`config.mk`:
```
export PLATFORM = sky130hd
export DESIGN_NAME = hazard_unit
export DESIGN_NICKNAME = d
export VERILOG_FILES = /design/src/rtl/hazard_unit_pkg.sv /design/src/rtl/hazard_perf_counters.sv /design/src/rtl/hazard_unit.sv
export SDC_FILE = /design/constraint.sdc
export NUM_CORES = 1
export LEC_CHECK = 0
export CORE_MARGIN = 4
export CORE_UTILIZATION = 50
export CTS_BUF_LIST = sky130_fd_sc_hd__clkbuf_4 sky130_fd_sc_hd__clkbuf_8 sky130_fd_sc_hd__clkbuf_16
export DETAILED_ROUTE_END_ITERATION = 10
export DONT_BUFFER_PORTS = 1
export PLACE_DENSITY = 0.74
export SLEW_MARGIN = 20
export SYNTH_ARGS = -nofsm -noshare
export SYNTH_HDL_FRONTEND = slang
export SYNTH_HIERARCHICAL = 1
export SYNTH_SLANG_ARGS = --single-unit
```
`constraint.sdc`:
```
create_clock -name clk -period 2.4 [get_ports clk]
set_input_delay 0.24 -clock clk [delete_from_list [all_inputs] [get_ports clk]]
set_output_delay 0.24 -clock clk [all_outputs]
set_load 0.01 [all_outputs]
```
`src/rtl/hazard_unit_pkg.sv`:
```
// Shared types and constants for the pipeline hazard controller.
package hazard_unit_pkg;

    // 2'd3 is never produced; the FSM treats it like RUN.
    typedef enum logic [1:0] {
        RUN        = 2'd0,
        LOAD_STALL = 2'd1,
        MEM_WAIT   = 2'd2
    } hazardStateT;

    localparam logic [4:0] REG_ZERO = 5'd0;

    // Load in EX writes a register the ID instruction reads; r0 never counts.
    function automatic logic loadUseMatch(
        input logic       memReadEx,
        input logic [4:0] destEx,
        input logic [4:0] rsId,
        input logic [4:0] rtId,
        input logic       usesRtId
    );
        return memReadEx && (destEx != REG_ZERO) &&
               ((destEx == rsId) || (usesRtId && (destEx == rtId)));
    endfunction

endpackage

```
`src/rtl/hazard_perf_counters.sv`:
```
// Free-running 32-bit wrapping event counters for hazard activity.
// Only instantiated when HAZARD_PERF_EN is defined.
module hazard_perf_counters
    import hazard_unit_pkg::*;
(
    input  logic        clk,
    input  logic        reset_n,
    input  logic        loadUseStall,
    input  logic        freeze,
    input  logic        flush,
    output logic [31:0] perfLoadUse,
    output logic [31:0] perfMemWait,
    output logic [31:0] perfFlush
);

    // Count one per cycle each event is asserted.
    always_ff @(posedge clk or negedge reset_n) begin
        if (!reset_n) begin
            perfLoadUse <= 32'd0;
            perfMemWait <= 32'd0;
            perfFlush   <= 32'd0;
        end else begin
            if (loadUseStall) perfLoadUse <= perfLoadUse + 32'd1;
            if (freeze)       perfMemWait <= perfMemWait + 32'd1;
            if (flush)        perfFlush   <= perfFlush + 32'd1;
        end
    end

endmodule

```
`src/rtl/hazard_unit.sv`:
```
// Pipeline hazard controller: load-use stall, MEM-stage freeze on a data
// cache miss, IF/ID flush on a taken branch. Controls are combinational.
// Optional performance counters are built when HAZARD_PERF_EN is defined.
//
// state      | meaning
// -----------+----------------------------------------------------------
// RUN        | normal issue; all hazard checks active
// LOAD_STALL | bubble sits in EX; load-use check masked for one cycle
// MEM_WAIT   | data cache access outstanding; whole pipeline frozen
module hazard_unit
    import hazard_unit_pkg::*;
#(
    parameter int BUS_DATA_WIDTH = 64,
    parameter int WAIT_CNT_WIDTH = 16
) (
    input  logic                      clk,
    input  logic                      reset_n,
    input  logic [4:0]                inRegisterRsId,
    input  logic [4:0]                inRegisterRtId,
    input  logic                      inUsesRtId,
    input  logic                      inMemReadEx,
    input  logic [4:0]                inDestRegisterEx,
    input  logic                      inBranchTakenEx,
    input  logic                      inDcacheReq,
    input  logic                      inDcacheReady,
    output logic                      outStallPc,
    output logic                      outStallIfId,
    output logic                      outBubbleIdEx,
    output logic                      outFlushIfId,
    output logic                      outFreeze,
    output logic [1:0]                outState,
    output logic [WAIT_CNT_WIDTH-1:0] outWaitCycles,
    output logic [31:0]               outPerfLoadUse,
    output logic [31:0]               outPerfMemWait,
    output logic [31:0]               outPerfFlush
);

    // The data width is carried for uniformity with the rest of the core.
    if (BUS_DATA_WIDTH < 1) begin : gBadWidth
        $error("hazard_unit: BUS_DATA_WIDTH must be positive");
    end

    hazardStateT state;
    hazardStateT stateNext;
    logic        loadUseHit;
    logic        memMiss;
    logic        waitDone;

    assign loadUseHit = loadUseMatch(inMemReadEx, inDestRegisterEx,
                                     inRegisterRsId, inRegisterRtId, inUsesRtId);
    assign memMiss    = inDcacheReq && !inDcacheReady;
    // A ready pulse only ends the wait when it belongs to an active access.
    assign waitDone   = inDcacheReq && inDcacheReady;

    // State register.
    always_ff @(posedge clk or negedge reset_n) begin
        if (!reset_n) state <= RUN;
        else          state <= stateNext;
    end

    // Next state and controls; priority is miss > branch > load-use.
    always_comb begin
        stateNext     = RUN;
        outStallPc    = 1'b0;
        outStallIfId  = 1'b0;
        outBubbleIdEx = 1'b0;
        outFlushIfId  = 1'b0;
        outFreeze     = 1'b0;
        if (reset_n) begin
            if (memMiss || ((state == MEM_WAIT) && !waitDone)) begin
                outFreeze = 1'b1;
                stateNext = MEM_WAIT;
            end else if (inBranchTakenEx) begin
                outFlushIfId  = 1'b1;
                outBubbleIdEx = 1'b1;
                stateNext     = RUN;
            end else if (loadUseHit && (state != LOAD_STALL)) begin
                outStallPc    = 1'b1;
                outStallIfId  = 1'b1;
                outBubbleIdEx = 1'b1;
                stateNext     = LOAD_STALL;
            end else begin
                stateNext = RUN;
            end
        end
    end

    assign outState = state;

    // Wait-episode length: cleared on entry, saturating count while waiting.
    always_ff @(posedge clk or negedge reset_n) begin
        if (!reset_n) begin
            outWaitCycles <= '0;
        end else if (state == MEM_WAIT) begin
            if (outWaitCycles != '1)
                outWaitCycles <= outWaitCycles + WAIT_CNT_WIDTH'(1);
        end else if (stateNext == MEM_WAIT) begin
            outWaitCycles <= '0;
        end
    end

`ifdef HAZARD_PERF_EN
    hazard_perf_counters uPerf (
        .clk          (clk),
        .reset_n      (reset_n),
        .loadUseStall (outStallPc),
        .freeze       (outFreeze),
        .flush        (outFlushIfId),
        .perfLoadUse  (outPerfLoadUse),
        .perfMemWait  (outPerfMemWait),
        .perfFlush    (outPerfFlush)
    );
`else
    assign outPerfLoadUse = 32'd0;
    assign outPerfMemWait = 32'd0;
    assign outPerfFlush   = 32'd0;
`endif

endmodule
```
# After elaboration in Yosys (flattened, before gate mapping)
# Index checks and enable logic that the tools add are counted.
# word_totals
ff_bits	18
in_bits	22
out_inout_bits	119
wordCells	43
# op_classes
addsub	1
eq_ne	7
muxes	19
reduce_logical	14
# ops
op	count
$mux W16	3
$add A16 B1 Y16 const B	1
$ne A16 B16 Y1 const B	1
$mux W1	14
$eq A5 B5 Y1	2
$logic_and A1 B1 Y1	7
$reduce_bool A5 Y1	1
$eq A2 B2 Y1 const B	2
$mux W2	2
$ne A2 B1 Y1 const B	2
$logic_not A1 Y1	2
$logic_or A1 B1 Y1	2
$reduce_and A2 Y1	1
$reduce_bool A2 Y1	1

# Longest topological paths before layout
# depth
depth_word	12
mapped_depth	6
depth_no_buf	5

# Least setup slack after synthesis
# No wires, ideal clock.
# synth_timing
path_type	register to output
start	register state[1] (netlist: outState[1])
end	output outStallPc
t_arrival_ns	1.719
required_ns	2.160
setup_slack_ns	0.441
stages_incl_launch_ff	7
n_path_buf	2
path_cell_list	dfrtp_1 -> nand2b_1 -> buf_2 -> o21bai_1 -> or3_1 -> nor3_1 -> buf_4
# synth_between
elab_chain_cells	6
# synth_rtl
item	line_no	text
start, declared	hazard_unit.sv:43	hazardStateT state;
start signal, assigned	hazard_unit.sv:58	else state <= stateNext;
$ne A2 B1 Y1	hazard_unit.sv:77	end else if (loadUseHit && (state != LOAD_STALL)) begin
$logic_and A1 B1 Y1	hazard_unit.sv:77	
$mux W1 (2 in series)	-	
$mux W1 * (2 in series)	-	
end, declared	hazard_unit.sv:26	output logic outStallPc,
# Mark *: on every way between the ends. The rest lies on a longest branch, timed or not.

# Worst setup path in the final report
# layout_timing
start	register state[1] (netlist: outState[1])
end	output outStallPc
# layout_between
elab_chain_cells	6
# layout_rtl
item	line_no	text
$ne A2 B1 Y1	hazard_unit.sv:77	
$logic_and A1 B1 Y1	hazard_unit.sv:77	
$mux W1	hazard_unit.sv:77	
$mux W1	hazard_unit.sv:73	end else if (inBranchTakenEx) begin
$mux W1 *	hazard_unit.sv:70	if (memMiss || ((state == MEM_WAIT) && !waitDone)) begin
$mux W1 *	hazard_unit.sv:69	if (reset_n) begin
# Marked as above.

==> impl_metrics.py <==
metrics = {
    "layout": {
        "instances_no_fill": 271,
        "mostFrequentLayoutCell": "conb_1",
        "drive_gt1_share_pct": 3.14,
        "final_cell_mix": "conb_1, dfrtp_1, nand2_1, mux2i_1, xor2_1",
        "fin_nets": 248,
        "synthToLayoutAreaGrowth_pct": -13.8,
        "antenna_cells": 0,
        "fin_util_pct": 44.4,
    },
    "sta": {
        "fin_ws_ns": 0.292,
        "report.final.setup_viol": 0,
        "fmax_mhz": 474,
        "final.setup_skew_ns": 0.00183,
        "period_share_pct": 87.8,
        "tns_ns": 0,
        "relSlewSlack_pct": 47.9,
        "hold_viol_final": 0,
        "rsz0062_at_grt": "no",
        "finalCriticalPeriod_ns": 2.11,
        "tightest_slew_ns": 0.779,
        "maxSlewViolCount": 0,
    },
    "route": {
        "wl_per_cell_um": 12.2,
        "dr.first_iter.drc_count": 30,
        "wl_mm": 3.31,
        "dr.pass1.iters": 4,
        "drc": 0,
        "viasPerCell": 4.40,
        "via_count": 1193,
        "drtAntennaViolNets": 0,
    },
    "placement": {
        "hpwl_mm": 2.76,
        "dp_cells": 267,
        "gp_congestion": 0.826,
        "io_buffers": 0,
        "dp_slack_ns": 0.387,
    },
    "worst_setup_path": {
        "startpoint_type": "flip-flop",
        "r2r_cells": 5,
        "r2r_start": "outWaitCycles[0]",
        "critPathMaxFanout": 9,
        "end_kind": "primary output",
        "r2r_end": "outWaitCycles[2]",
        "ff2ff_setup_slack_ns": 0.36,
        "critPathKind": "reg -> out",
        "worstPathArrival_ns": 1.87,
        "cp.required_ns": 2.16,
    },
    "synth": {
        "syn_area_per_cell_um2": 8.48,
        "ys_ff_latch": 18,
        "synth_cells": 222,
        "synth_cell_types": 37,
        "synth_warnings": 6,
        "syn_area_um2": 1880,
        "yosysSeqAreaShare_pct": 23.9,
    },
    "pwr": {
        "clock_power_share_pct": 27.7,
        "power_leakage_nw": 0.854,
        "p_sw_w": 0.000261,
        "swShare_pct": 35.2,
        "p_int_w": 0.000481,
        "seqPwrFrac_pct": 51.1,
        "ir_worst_vdd_v": 0.000417,
        "combPwrFrac_pct": 21.2,
        "p_per_area_nw_per_um2": 457,
    },
    "clock_network": {
        "tritoncts": "done",
        "post_cts_buffers": 0,
        "clkTransAtPathRegs_ns": 0.06,
        "numCtsBuffers": 3,
        "insertion_delay_ns": 0.25,
        "cts.sinks": 18,
        "h-tree-depth": 1,
        "clock_path_buffers": 2,
        "cts_root_buf": "clkbuf_8",
    },
    "job": {
        "max_cap_violations": 0,
    },
    "floorplanning": {
        "io_pins": 141,
        "fp-row-count": 22,
        "initial_core_util_pct": 51.4,
        "dieArea_um2": 4810,
        "design.core.area_um2": 3660,
        "die_h_um": 69.4,
        "dieWidth_um": 69.4,
    },
    "outcome": {
        "status": "complete, no violations",
    },
    "hold_path": {
        "hold_end": "outState[1]",
        "min_from": "reset_n",
        "holdCritPathClass": "in -> reg",
        "hold_path_depth": 1,
    },
    "grt": {
        "grt_max_degree": 19,
        "grt_pass1_vias": 1027,
        "grt-ovfl-total": 0,
        "track_usage_pct": 12.3,
        "antenna_found_initial": 0,
        "grt_pass1_wl_mm": 4.92,
    },
}
-- logic make-up after synthesis --
| family | Yosys count | share of synthesized area [%] |
|---|---|---|
| adders and majority gates | 1 | 0.664 |
| muxes | 11 | 5.85 |
| and+or+nand+nor | 55 | 16.7 |
| xor gates and xnor gates | 11 | 5.12 |
| buffers and inverters | 106 | 40.6 |
| DFF | 18 | 23.9 |
| AOI/OAI and AO/OA | 19 | 6.91 |
| other | 1 | 0.199 |
-- state kept, by name, summed over array words and instances, names as in the netlist --
register and count:
outWaitCycles 16, outState 2
-- Yosys cell counts (all sizes together) --
master,instances,area [um2]
and4,4,35.0
a31oi,3,18.8
mux2i,11,110
a32oi,1,8.76
ha,1,12.5
xnor2,1,8.76
buf,99,738
o2111ai,1,15.0
nand3b,2,15.0
nand2,14,52.6
conb,1,3.75
a21oi,3,15.0
and2,1,6.26
inv,6,22.5
o22ai,1,6.26
clkbuf,1,3.75
nand3,7,35.0
nand4,3,18.8
or3,2,12.5
nor2b,3,18.8
a21bo,1,10.0
xor2,10,87.6
dfrtp,18,450
o21bai,2,15.0
and4b,1,10.0
and3,2,12.5
nand2b,2,12.5
o221ai,1,8.76
o21ai,5,25.0
nor4,2,18.8
o31ai,1,7.51
or4,4,30.0
nor3,6,30.0
nor2,2,7.51
-- critical path, stage by stage, from the launching register on --
cell and delay (ns):
dfrtp_1 0.46, nand2b_1 0.29, o21bai_1 0.13, or3_1 0.38, nor3_1 0.18, buf_4 0.17
-- metal layers --
metal / vias to the layer above / track usage, % / wire, um
li1: 561 / - / -
met1: 542 / 14.0 / 1180
met2: 88 / 20.8 / 1570
met3: 2 / 6.96 / 546
met4: 0 / 1.30 / 13
met5: - / 0 / 0
-- stage by stage --
| step | hold WS, ns | instance area [um2] | total power (W) |
|---|---|---|---|
| global placement | -0.0550 | 1570 | 0.000528 |
| CTS | 0.208 | 1620 | 0.000744 |
| global route | 0.206 | 1620 | 0.000790 |
| floorplan | -0.0556 | 2240 | 0.000626 |
| finish | 0.209 | 1620 | 0.000742 |
| detailed placement | -0.0550 | 1570 | 0.000530 |
-- final cells by class --
| cell class | instances | area [um2] |
|---|---|---|
| Clock buffer | 3 | 41.3 |
| Multi-Input combinational cell | 193 | 1020 |
| Sequential cell | 18 | 450 |
| Tap cell | 48 | 60.1 |
| Timing Repair Buffer | 3 | 25.0 |
| Inverter | 6 | 22.5 |
| Fill cell | 377 | 2040 |
-- what timing repair did --
action / CTS / global route
hold buffers: 1 / 0
gates resized for setup: 0 / 0
hold endpoints to repair: 18 / 0
-- power by group through the flow --
stage,clock network [W],registers [W],logic [W]
after CTS,0.000211,0.000379,0.000154
after detailed placement,0,0.000384,0.000146
after global routing,0.000224,0.000387,0.000179
after floorplan,0,0.000373,0.000252
after global placement,0,0.000383,0.000145
final,0.000205,0.000379,0.000157
-- how the worst max path moves through the flow --
stage / from / end / depth (start not counted)
CTS: outState[1] / outStallPc / 5
finish: outState[1] / outStallPc / 5
global placement: outWaitCycles[0] / outWaitCycles[2] / 5
floorplan: outState[1] / outStallPc / 6
global route: outState[1] / outStallPc / 5
detailed placement: outWaitCycles[0] / outWaitCycles[2] / 5
Note: power is estimated with default switching activity, not from simulation.
